==> src/rtl/state_emit_pkg.sv <==
// Shared definitions for the state change emitter.
// FSM encoding, delay select width and hold counter sizing.
package state_emit_pkg;

  localparam int DELAY_SEL_W = 4;

  typedef enum logic {
    ST_IDLE = 1'b0,
    ST_HOLD = 1'b1
  } state_t;

  // Counter must hold the largest window: 15 * step without truncation.
  function automatic int cnt_width(input int step);
    return $clog2(15 * step + 1);
  endfunction

endpackage

==> src/rtl/sync_fifo.sv <==
// Single-clock request buffer with occupancy level.
// Head word is readable whenever the buffer is non-empty.
module sync_fifo
  import state_emit_pkg::*;
#(
  parameter int DATA_W     = 8,
  parameter int FIFO_DEPTH = 4
) (
  input  logic                        clk,
  input  logic                        reset,
  input  logic                        push,
  input  logic                        pop,
  input  logic [DATA_W-1:0]           wdata,
  output logic [DATA_W-1:0]           rdata,
  output logic                        full,
  output logic                        empty,
  output logic [$clog2(FIFO_DEPTH):0] level
);

  localparam int AW = $clog2(FIFO_DEPTH);
  localparam int LW = AW + 1;

  logic [DATA_W-1:0] mem [FIFO_DEPTH];
  logic [AW-1:0]     wr_ptr;
  logic [AW-1:0]     rd_ptr;
  logic              push_ok;
  logic              pop_ok;

  assign full    = (level == LW'(FIFO_DEPTH));
  assign empty   = (level == '0);
  assign push_ok = push && !full;
  assign pop_ok  = pop && !empty;
  assign rdata   = mem[rd_ptr];

  // Storage write; contents need no reset since level gates reads.
  always_ff @(posedge clk) begin
    if (push_ok) mem[wr_ptr] <= wdata;
  end

  // Pointer and occupancy bookkeeping.
  always_ff @(posedge clk) begin
    if (reset) begin
      wr_ptr <= '0;
      rd_ptr <= '0;
      level  <= '0;
    end else begin
      if (push_ok) wr_ptr <= wr_ptr + AW'(1);
      if (pop_ok)  rd_ptr <= rd_ptr + AW'(1);
      if (push_ok && !pop_ok)      level <= level + LW'(1);
      else if (pop_ok && !push_ok) level <= level - LW'(1);
    end
  end

endmodule

==> src/rtl/state_change_emitter.sv <==
// Buffers requested output states and publishes each change,
// then holds it for a programmable guard window.
module state_change_emitter
  import state_emit_pkg::*;
#(
  parameter int DATA_W      = 8,
  parameter int STEP_CYCLES = 10000,
  parameter int FIFO_DEPTH  = 4
) (
  input  logic                        clk,
  input  logic                        reset,
  input  logic                        in_valid,
  output logic                        in_ready,
  input  logic [DATA_W-1:0]           in_data,
  input  logic [DELAY_SEL_W-1:0]      delay_sel,
  input  logic                        enable,
  output logic [DATA_W-1:0]           state_out,
  output logic                        state_strobe,
  output logic                        busy,
  output logic [$clog2(FIFO_DEPTH):0] fifo_level
);

  localparam int CNT_W = cnt_width(STEP_CYCLES);
  localparam logic [CNT_W-1:0] STEP_C = CNT_W'(STEP_CYCLES);

  logic [DATA_W-1:0] head;
  logic              full;
  logic              empty;
  logic              push;
  logic              pop;

  state_t            state;
  state_t            state_nxt;
  logic [CNT_W-1:0]  cnt;
  logic [CNT_W-1:0]  cnt_nxt;
  logic [DATA_W-1:0] out_nxt;
  logic              strobe_nxt;

  assign in_ready = !full && !reset;
  assign push     = in_valid && in_ready;
  assign busy     = (state == ST_HOLD);

  sync_fifo #(
    .DATA_W    (DATA_W),
    .FIFO_DEPTH(FIFO_DEPTH)
  ) u_fifo (
    .clk  (clk),
    .reset(reset),
    .push (push),
    .pop  (pop),
    .wdata(in_data),
    .rdata(head),
    .full (full),
    .empty(empty),
    .level(fifo_level)
  );

  // Next-state logic: issue a differing head word, or wait out the window.
  always_comb begin
    state_nxt  = state;
    cnt_nxt    = cnt;
    out_nxt    = state_out;
    strobe_nxt = 1'b0;
    pop        = 1'b0;
    unique case (state)
      ST_IDLE: begin
        if (!empty && enable) begin
          pop = 1'b1;
          if (head != state_out) begin
            out_nxt    = head;
            strobe_nxt = 1'b1;
            cnt_nxt    = CNT_W'(delay_sel) * STEP_C;
            state_nxt  = ST_HOLD;
          end
        end
      end
      ST_HOLD: begin
        if (cnt != '0) cnt_nxt = cnt - CNT_W'(1);
        else           state_nxt = ST_IDLE;
      end
      default: state_nxt = ST_IDLE;
    endcase
  end

  // State, counter and published output registers.
  always_ff @(posedge clk) begin
    if (reset) begin
      state        <= ST_IDLE;
      cnt          <= '0;
      state_out    <= '0;
      state_strobe <= 1'b0;
    end else begin
      state        <= state_nxt;
      cnt          <= cnt_nxt;
      state_out    <= out_nxt;
      state_strobe <= strobe_nxt;
    end
  end

endmodule

==> config.mk <==
export PLATFORM = sky130hd
export DESIGN_NAME = state_change_emitter
export DESIGN_NICKNAME = d
export VERILOG_FILES = /design/src/rtl/state_emit_pkg.sv /design/src/rtl/sync_fifo.sv /design/src/rtl/state_change_emitter.sv
export SDC_FILE = /design/constraint.sdc
export NUM_CORES = 1
export LEC_CHECK = 0
export ABC_AREA = 1
export CAP_MARGIN = 20
export CORE_AREA = 2 2 82 84
export CTS_CLUSTER_DIAMETER = 60
export DETAILED_ROUTE_END_ITERATION = 10
export DIE_AREA = 0 0 84 86
export GPL_ROUTABILITY_DRIVEN = 0
export HOLD_SLACK_MARGIN = 0.15
export PLACE_DENSITY = 0.83
export SYNTH_ARGS = -nofsm -noshare
export SYNTH_HDL_FRONTEND = slang
export SYNTH_SLANG_ARGS = --single-unit
==> constraint.sdc <==
create_clock -name clk -period 9.9 [get_ports clk]
set_clock_uncertainty 0.2 [all_clocks]
set_input_delay 2.97 -clock clk [delete_from_list [all_inputs] [get_ports clk]]
set_output_delay 2.97 -clock clk [all_outputs]
set_load 0.01 [all_outputs]
==> summary.md, run 1 <==
| Metric | Value |
|---|---|
| First DRT Iteration DRCs | 256 |
| Worst stage delay on the critical path | 0.56 ns |
| I/O Pins | 30 |
| RSZ-0062 raised after global routing | no |
| Top-area cell type share of the netlist area | 0.250 |
| Largest net degree at the start of global routing | 34 |
| Reg clk slew, reported paths | 0.07 ns |
| Yosys warning total | 0 |
| Buf/Inv on CP | 2 |
| Sequential-to-total area share from yosys stat | 0.443 |
| Time the worst path needs with I/O delays and setup | 7.37 ns |
| CTS Root Cell | clkbuf_8 |
| Worst Setup Start Kind | primary input |
| Clk pwr share | 0.197 |
| CTS tree | done |
| Antenna-violating nets left | 0 |
| Antenna violations before repair | 0 |
| Clk buf depth | 2 |
| Avg Inst Size Synth | 7.83 µm² |
| Port Buffer Count | 29 |
| Cell area power density | 294 mW/mm² |
| Max Slew Vio Count | 0 |
| Worst skew pair latency | 0.34 ns |
| Fin crit share | 0.744 |
| Via density | 5.44 |
| P&R area growth vs syn | 13.0% |
| First-pass GRT wire length | 13500 µm |
| Number of global-route vias before repair | 2979 |
| Cts bufs inserted | 9 |
| Crit-path most repeated cell | clkdlybuf4s50_1 |
| Logic pwr share | 0.458 |
| Vias | 3246 |
| Rows | 29 |
| Final Worst Setup Slack | 2.53 ns |
| Dominant cell type by area after synthesis | edfxtp_1 |
| Internal power | 732 µW |
| Commonest non-fill, non-tap cells in the layout | nand2_1, nor2_1, inv_1 |
| Switching power | 543 µW |
| Final Hold Viols | 0 |
| Peak supply drop | 212 µV |
| Mapped Cells | 491 |
| Slew headroom | 0.328 |
| Post-CTS Setup Bufs | 0 |
| Yosys cell types | 28 |
| # nets final | 555 |
| Critical path cell sequence | clkdlybuf4s50_1 > a21oi_1 > clkdlybuf4s50_1 |
| Worst Setup Path Type | in2out |
| Worst slew pin tran | 1.01 ns |
| # diodes | 0 |
| Routed WL per cell | 13.7 µm |
| Crit path capture type | primary output |
| Global route overflow | 0 |
| Slowest cell on the critical path | clkdlybuf4s50_1 |
| Leak | 0.00194 µW |
| Share of cells above drive strength 1 | 0.0596 |
| Drt drc | 0 |
| Detailed Place HPWL | 5720 µm |
| Gates resized, CTS repair | 0 |
| Die area | 0.00722 mm² |
| Main area contributors after synthesis | edfxtp_1, dfxtp_1, nand2_1, ha_1, nand3_1 |
| Post-route setup TNS | 0 ns |
| Max Fclk | 136 MHz |
| Net count after synthesis | 531 |
| Place WS | 2.53 ns |
| Flop pwr share | 0.345 |
| Starting Density | 0.612 |
| CP delay by family, top | buffers and inverters |
| Total GRT Usage | 0.234 |
| Mapped Area | 0.00384 mm² |
| WP data required | 6.73 ns |
| Sw Ratio | 0.426 |
| WP data arrival | 4.20 ns |
| First-pass iteration count of the detailed router | 5 |
| Clock sink count | 69 |
| Outcome | finished clean |
| Most common cell after layout, fill and taps aside | nand2_1 |
| Die Wd | 84 µm |
| CORE AREA | 0.00628 mm² |
| Yosys reg bits | 69 |
| Hold crit path type | reg2reg |
| Max-cap viol count | 0 |
| Total Wirelength | 8150 µm |
| Max FO, Critical Path | 5 |
| Die Ht | 86 µm |
| H-tree level count | 3 |
| Final setup viols | 0 |
| Hold buffer count at CTS | 0 |
## worst reg2reg max path: cells and delay by family (launching register included)
family,cells,cell delay [ns]
buffers and inverters,1,0.21
DFF,1,0.74
and+or+nand+nor,13,1.48
## registers in the layout (all words and copies together), names as in the netlist, named ones only
register       flops
u_fifo.mem        32
cnt               18
state_out          8
u_fifo.level       3
u_fifo.rd_ptr      2
u_fifo.wr_ptr      2
busy               1
state_strobe       1
## routing by layer
layer	vias up	routed length, µm	global-route usage
li1	1631	-	-
met1	1496	3680	0.309
met2	102	3890	0.385
met3	17	417	0.0346
met4	0	161	0.107
met5	-	0	0
## per-stage QoR
stage	std cells	utilization	hold WS (ns)	area, µm²	total power [µW]
floorplan	491	-	0.236	3840	883
global placement	581	0.657	0.252	4130	992
detailed placement	581	0.657	0.260	4130	1020
CTS	597	0.691	0.279	4340	1270
global route	597	0.691	0.331	4340	1380
finish	597	0.691	0.281	4340	1270
## Yosys cell counts
| cell | instances |
|---|---|
| ha_1 | 20 |
| buf_1 | 1 |
| nor2_1 | 55 |
| nand2_1 | 139 |
| xor2_1 | 10 |
| nand4_1 | 4 |
| edfxtp_1 | 32 |
| inv_1 | 49 |
| inv_2 | 1 |
| nor3_1 | 3 |
| buf_2 | 2 |
| inv_4 | 1 |
| nand3b_1 | 1 |
| or2_2 | 4 |
| o21ai_0 | 16 |
| clkbuf_1 | 6 |
| buf_4 | 3 |
| nand2_4 | 2 |
| dfxtp_1 | 37 |
| a21oi_1 | 38 |
| fa_1 | 4 |
| buf_6 | 4 |
| xnor2_1 | 2 |
| a31o_2 | 1 |
| nand2_2 | 3 |
| nor2_2 | 1 |
| nand3_2 | 4 |
| nand3_1 | 48 |
## power groups by stage
stage	registers [µW]	logic (µW)	clock network, µW
final	440	584	251
after global routing	450	667	264
after CTS	439	578	253
after detailed placement	444	575	0
after global placement	441	551	0
after floorplan	423	460	0
## worst paths after layout
check	startpoint	endpoint	depth (start not counted)	slack, ns
setup reg to reg	register	cnt[6]	14	7.20
setup / recovery	reset	in_ready	3	2.53
hold / removal	u_fifo.rd_ptr[0]	register	1	0.28
hold reg to reg	u_fifo.rd_ptr[0]	register	1	0.28
## cell families (layout without fill, tap and decap cells)
group,Yosys count,count (layout),synth area share
and+or+nand+nor,264,264,0.294
DFF,69,69,0.443
buffers and inverters,67,96,0.0775
AOI/OAI and AO/OA,55,55,0.0726
adders and majority gates,24,24,0.0860
xor gates and xnor gates,12,12,0.0274
## layout make-up
cell class	count	area, µm²
timing repair buffer	29	290
clock buffer	11	131
clock inverter	5	83.8
inverter	51	194
tap	77	96.3
multi-input combinational	355	1840
fill	509	1940
sequential	69	1700
(Power assumes the default switching activity.)
==> run 2: changes to the inputs <==
CORE_AREA = 2 2 85 87   (was 2 2 82 84)
DIE_AREA = 0 0 87 89   (was 0 0 84 86)
PLACE_DENSITY = 0.78   (was 0.83)
clock period = 7.59 ns   (was 9.9 ns; I/O delays follow)
==> summary.md, run 2 (synthesis gave the netlist of run 1 again) <==
| Metric | Value |
|---|---|
| Outcome | finished clean |
| First DRT Iteration DRCs | 352 (+38%) |
| WP data arrival | 3.55 ns (-0.65 ns) |
| Crit path capture type | primary output |
| P&R area growth vs syn | 12.1% |
| Final Power | 1580 µW (+24%) |
| Gates resized, CTS repair | 0 (unchanged) |
| Hold crit path type | reg2reg |
| Commonest non-fill, non-tap cells in the layout | nand2_1, nor2_1, inv_1 |
| Post-CTS Setup Bufs | 0 (unchanged) |
| RSZ-0062 raised after global routing | no |
| CTS tree | done |
| Die Wd | 87 µm (+3.6%) |
| H-tree level count | 3 (unchanged) |
| Clk pwr share | 0.161 (-0.036) |
| Largest net degree at the start of global routing | 34 (unchanged) |
| Clock sink count | 69 (unchanged) |
| Flop pwr share | 0.362 (+0.017) |
| Max-cap viol count | 0 (unchanged) |
| Largest register FFs | 32 (unchanged) |
| Logic pwr share | 0.477 (+0.019) |
| I/O Pins | 30 (unchanged) |
| Max FO, Critical Path | 5 (unchanged) |
| Cell area power density | 368 mW/mm² (+25%) |
| Peak supply drop | 185 µV (-13%) |
| Via density | 5.39 (-0.79%) |
| Largest regs | u_fifo.mem: 32 flops, cnt: 18 flops, state_out: 8 flops |
| Time the worst path needs with I/O delays and setup | 6.02 ns |
| Reg clk slew, reported paths | 0.07 ns (about the same) |
| Worst Setup Start Kind | primary input |
| Worst skew pair latency | 0.34 ns (about the same) |
| Worst Setup Path Type | in2out |
| Largest reg by FF count | u_fifo.mem |
| Antenna-violating nets left | 0 (unchanged) |
| First-pass GRT wire length | 13400 µm (-0.62%) |
| Post-route setup TNS | 0 ns (unchanged) |
| Global route overflow | 0 (unchanged) |
| Routed WL per cell | 13.6 µm (-0.59%) |
| Drt drc | 0 (unchanged) |
| Rows | 30 (+3.4%) |
| Antenna violations before repair | 0 (unchanged) |
| Internal power | 887 µW (+21%) |
| Final setup viols | 0 (unchanged) |
| Total GRT Usage | 0.225 (-0.00943) |
| Die area | 0.00774 mm² (+7.2%) |
| Slew headroom | 0.398 (+0.0698) |
| # nets final | 556 (+0.18%) |
| Leak | 0.00192 µW (-0.65%) |
| Share of cells above drive strength 1 | 0.0614 (+0.00180) |
| Hold buffer count at CTS | 0 (unchanged) |
| Port Buffer Count | 29 (unchanged) |
| Worst slew pin tran | 0.900 ns (-0.107 ns) |
| Starting Density | 0.572 (-0.0402) |
| Fin crit share | 0.793 |
| CORE AREA | 0.00672 mm² (+7.0%) |
| Number of global-route vias before repair | 2928 (-1.7%) |
| Cts bufs inserted | 9 (unchanged) |
| Final Hold Viols | 0 (unchanged) |
| Die Ht | 89 µm (+3.5%) |
| First-pass iteration count of the detailed router | 5 (unchanged) |
| Most common cell after layout, fill and taps aside | nand2_1 |
| Clk buf depth | 2 (unchanged) |
| Vias | 3242 (-0.12%) |
| Max Fclk | 166 MHz |
| Sw Ratio | 0.440 (+0.0143) |
| Detailed Place HPWL | 5600 µm (-1.9%) |
| Total Wirelength | 8160 µm (about the same) |
| Max Slew Vio Count | 0 (unchanged) |
| WP data required | 5.11 ns (-1.62 ns) |
| # diodes | 0 (unchanged) |
| CTS Root Cell | clkbuf_8 |
| Switching power | 697 µW (+28%) |
## run 2: cell count changes in the layout (fill, tap and decap cells not counted)
cell	delta
clkbuf_1	-1
clkinv_2	+2
buf_8	+1
clkinv_1	+1
bufinv_16	-2
## run 2: critical path: stages
cell and delay, ns:
clkdlybuf4s50_1 0.49, a21oi_1 0.20, clkdlybuf4s50_1 0.57
## run 2: path summary, 6_finish.rpt
path	to	depth (start not counted)	slack, ns	start
setup / recovery	in_ready	3	1.57	reset
hold / removal	u_fifo.rd_ptr[1]	2	0.28	u_fifo.rd_ptr[1]
setup reg to reg	state_out[6]	12	4.81	register
hold reg to reg	u_fifo.rd_ptr[1]	2	0.28	u_fifo.rd_ptr[1]
## run 2: stage by stage
step	setup WS, ns	area, µm²	util	hold WS (ns)	instances
global route	1.53	4310	0.641	0.302	601
CTS	1.58	4290	0.639	0.280	600
finish	1.57	4310	0.641	0.276	601
detailed placement	1.58	4130	0.615	0.263	584
floorplan	2.60	3840	-	0.236	491
global placement	1.62	4130	0.615	0.253	584
## run 2: layer usage
layer  track usage  share of wire  vias up
met2         0.356           0.45       94
met4        0.0909          0.013        0
met1         0.311           0.47     1505
li1              -              -     1632
met5             0              0        -
met3        0.0351          0.060       11
## run 2: power groups by stage
stage | clock (µW) | combinational (µW) | sequential (µW)
2_1_floorplan | 0 | 600 | 552
5_1_grt | 279 | 864 | 586
6_report | 256 | 755 | 573
3_5_place_dp | 0 | 749 | 577
4_1_cts | 259 | 753 | 571
3_3_place_gp | 0 | 722 | 577
## run 2: area by class of cell
type / instances / area (µm²)
fillers: 569 / 2410
multi-input cells: 355 / 1840
flip-flops and latches: 69 / 1700
repair buffers: 30 / 305
inverters: 51 / 194
clock buffers: 10 / 128
well taps: 80 / 100
clock inverters: 6 / 37.5
==> run 3: changes to the inputs <==
CORE_AREA = 2 2 89 91   (was 2 2 85 87)
DIE_AREA = 0 0 91 93   (was 0 0 87 89)
PLACE_DENSITY = 0.74   (was 0.78)
clock period = 5.3 ns   (was 7.59 ns; I/O delays follow)
==> summary.md, run 3 (synthesis gave the netlist of run 1 again) <==
| Metric | Value |
|---|---|
| Outcome | finished clean |
| Clock sink count | 69 (unchanged) |
| Slew headroom | 0.326 (-0.0719) |
| Peak supply drop | 405 µV (+120%) |
| Logic pwr share | 0.478 (about the same) |
| Max Fclk | 217 MHz |
| Crit path from | reset |
| Worst Setup Path Type | in2out |
| First-pass iteration count of the detailed router | 5 (unchanged) |
| Rows | 32 (+6.7%) |
| Antenna-violating nets left | 0 (unchanged) |
| I/O Pins | 30 (unchanged) |
| Antenna violations before repair | 0 (unchanged) |
| Flop pwr share | 0.350 (-0.012) |
| P&R area growth vs syn | 13.1% |
| Starting Density | 0.510 (-0.0614) |
| Drt drc | 0 (unchanged) |
| Die area | 0.00846 mm² (+9.3%) |
| Hold crit path type | reg2reg |
| Max-cap viol count | 0 (unchanged) |
| Commonest non-fill, non-tap cells in the layout | nand2_1, nor2_1, inv_1 |
| First-pass GRT wire length | 13500 µm (+0.83%) |
| WP data arrival | 2.83 ns (-0.72 ns) |
| Cell area power density | 529 mW/mm² (+44%) |
| Largest net degree at the start of global routing | 34 (unchanged) |
| Max Slew Vio Count | 0 (unchanged) |
| Most common cell after layout, fill and taps aside | nand2_1 |
| Die Ht | 93 µm (+4.5%) |
| Worst slew pin tran | 1.01 ns (+0.110 ns) |
| Global route overflow | 0 (unchanged) |
| Finished Core Util | 0.577 (-0.0639) |
| Vias | 3193 (-1.5%) |
| Die Wd | 91 µm (+4.6%) |
| R2r worst-path depth | 14 (+2) |
| WP data required | 3.51 ns (-1.60 ns) |
| Final Hold Viols | 0 (unchanged) |
| Max FO, Critical Path | 5 (unchanged) |
| Post-CTS Setup Bufs | 0 (unchanged) |
| Time the worst path needs with I/O delays and setup | 4.62 ns |
| H-tree level count | 3 (unchanged) |
| RSZ-0062 raised after global routing | no |
| Routed WL per cell | 12.8 µm (-5.4%) |
| Clk buf depth | 2 (unchanged) |
| Reg clk slew, reported paths | 0.07 ns (about the same) |
| CORE AREA | 0.00753 mm² (+12%) |
| Clk pwr share | 0.172 (+0.011) |
| Largest register FFs | 32 (unchanged) |
| Via density | 5.13 (-5.0%) |
| Worst skew pair latency | 0.35 ns (about the same) |
| # nets final | 556 (unchanged) |
| Share of cells above drive strength 1 | 0.0653 (+0.00384) |
| Worst Setup Start Kind | primary input |
| Leak | 0.00193 µW (+0.22%) |
| CTS tree | done |
| Total Wirelength | 8000 µm (-1.9%) |
| Port Buffer Count | 29 (unchanged) |
| First DRT Iteration DRCs | 246 (-30%) |
| Cts bufs inserted | 9 (unchanged) |
| Fin crit share | 0.871 |
| Largest reg by FF count | u_fifo.mem |
| Crit path capture type | primary output |
| Worst R2R Setup Slack | 2.57 ns (-2.24 ns) |
| Gates resized, CTS repair | 0 (unchanged) |
| Final setup viols | 0 (unchanged) |
| Worst R2R End | cnt[4] |
| Hold buffer count at CTS | 0 (unchanged) |
| Total GRT Usage | 0.199 (-0.0259) |
| Post-route setup TNS | 0 ns (unchanged) |
| Critical path endpoint | in_ready |
| Number of global-route vias before repair | 2992 (+2.2%) |
| Switching power | 1020 µW (+46%) |
| Sw Ratio | 0.443 (+0.00339) |
| Largest regs | u_fifo.mem: 32 flops, cnt: 18 flops, state_out: 8 flops |
| Detailed Place HPWL | 5710 µm (+1.9%) |
| CTS Root Cell | clkbuf_8 |
| # diodes | 0 (unchanged) |
| Internal power | 1280 µW (+44%) |
run 3: area by class of cell:
type | count | area, µm²
clock buffers | 9 | 124
clock inverters | 7 | 58.8
fillers | 683 | 3180
inverters | 51 | 194
multi-input cells | 355 | 1840
flip-flops and latches | 69 | 1700
well taps | 102 | 128
repair buffers | 30 | 298
run 3: how the worst min path moves through the flow:
stage	start	endpoint	slack (ns)	depth (start not counted)
2_1_floorplan	u_fifo.rd_ptr[1]	register	0.24	2
3_3_place_gp	u_fifo.rd_ptr[1]	u_fifo.rd_ptr[1]	0.25	2
3_5_place_dp	u_fifo.rd_ptr[0]	u_fifo.rd_ptr[0]	0.27	1
4_1_cts	u_fifo.rd_ptr[1]	u_fifo.rd_ptr[1]	0.29	2
5_1_grt	u_fifo.rd_ptr[1]	u_fifo.rd_ptr[1]	0.31	2
6_report	u_fifo.rd_ptr[0]	u_fifo.rd_ptr[0]	0.29	1
run 3: through the flow:
step / power, µW / area (µm²) / hold WS [ns] / setup WS (ns) / cells
floorplan: 1650 / 3840 / 0.236 / 1.29 / 491
global placement: 1870 / 4160 / 0.252 / 0.545 / 607
detailed placement: 1910 / 4160 / 0.273 / 0.442 / 607
CTS: 2300 / 4350 / 0.290 / 0.685 / 623
global route: 2510 / 4350 / 0.308 / 0.570 / 623
finish: 2300 / 4350 / 0.287 / 0.682 / 623
run 3: power by group through the flow:
stage / clock network, µW / logic, µW / registers [µW]
after CTS: 402 / 1100 / 805
final: 395 / 1100 / 804
after global placement: 0 / 1060 / 811
after floorplan: 0 / 859 / 790
after global routing: 424 / 1260 / 822
after detailed placement: 0 / 1090 / 816
run 3: critical path, cell delays in order:
cell and delay (ns):
clkdlybuf4s50_1 0.48, a21oi_1 0.19, clkdlybuf4s50_1 0.57
run 3: layer usage:
layer,up-vias,part of all wire,global-route usage
met5,-,0,0
met4,0,0.017,0.0619
met3,13,0.044,0.0483
met2,82,0.47,0.322
met1,1450,0.47,0.265
li1,1648,-,-
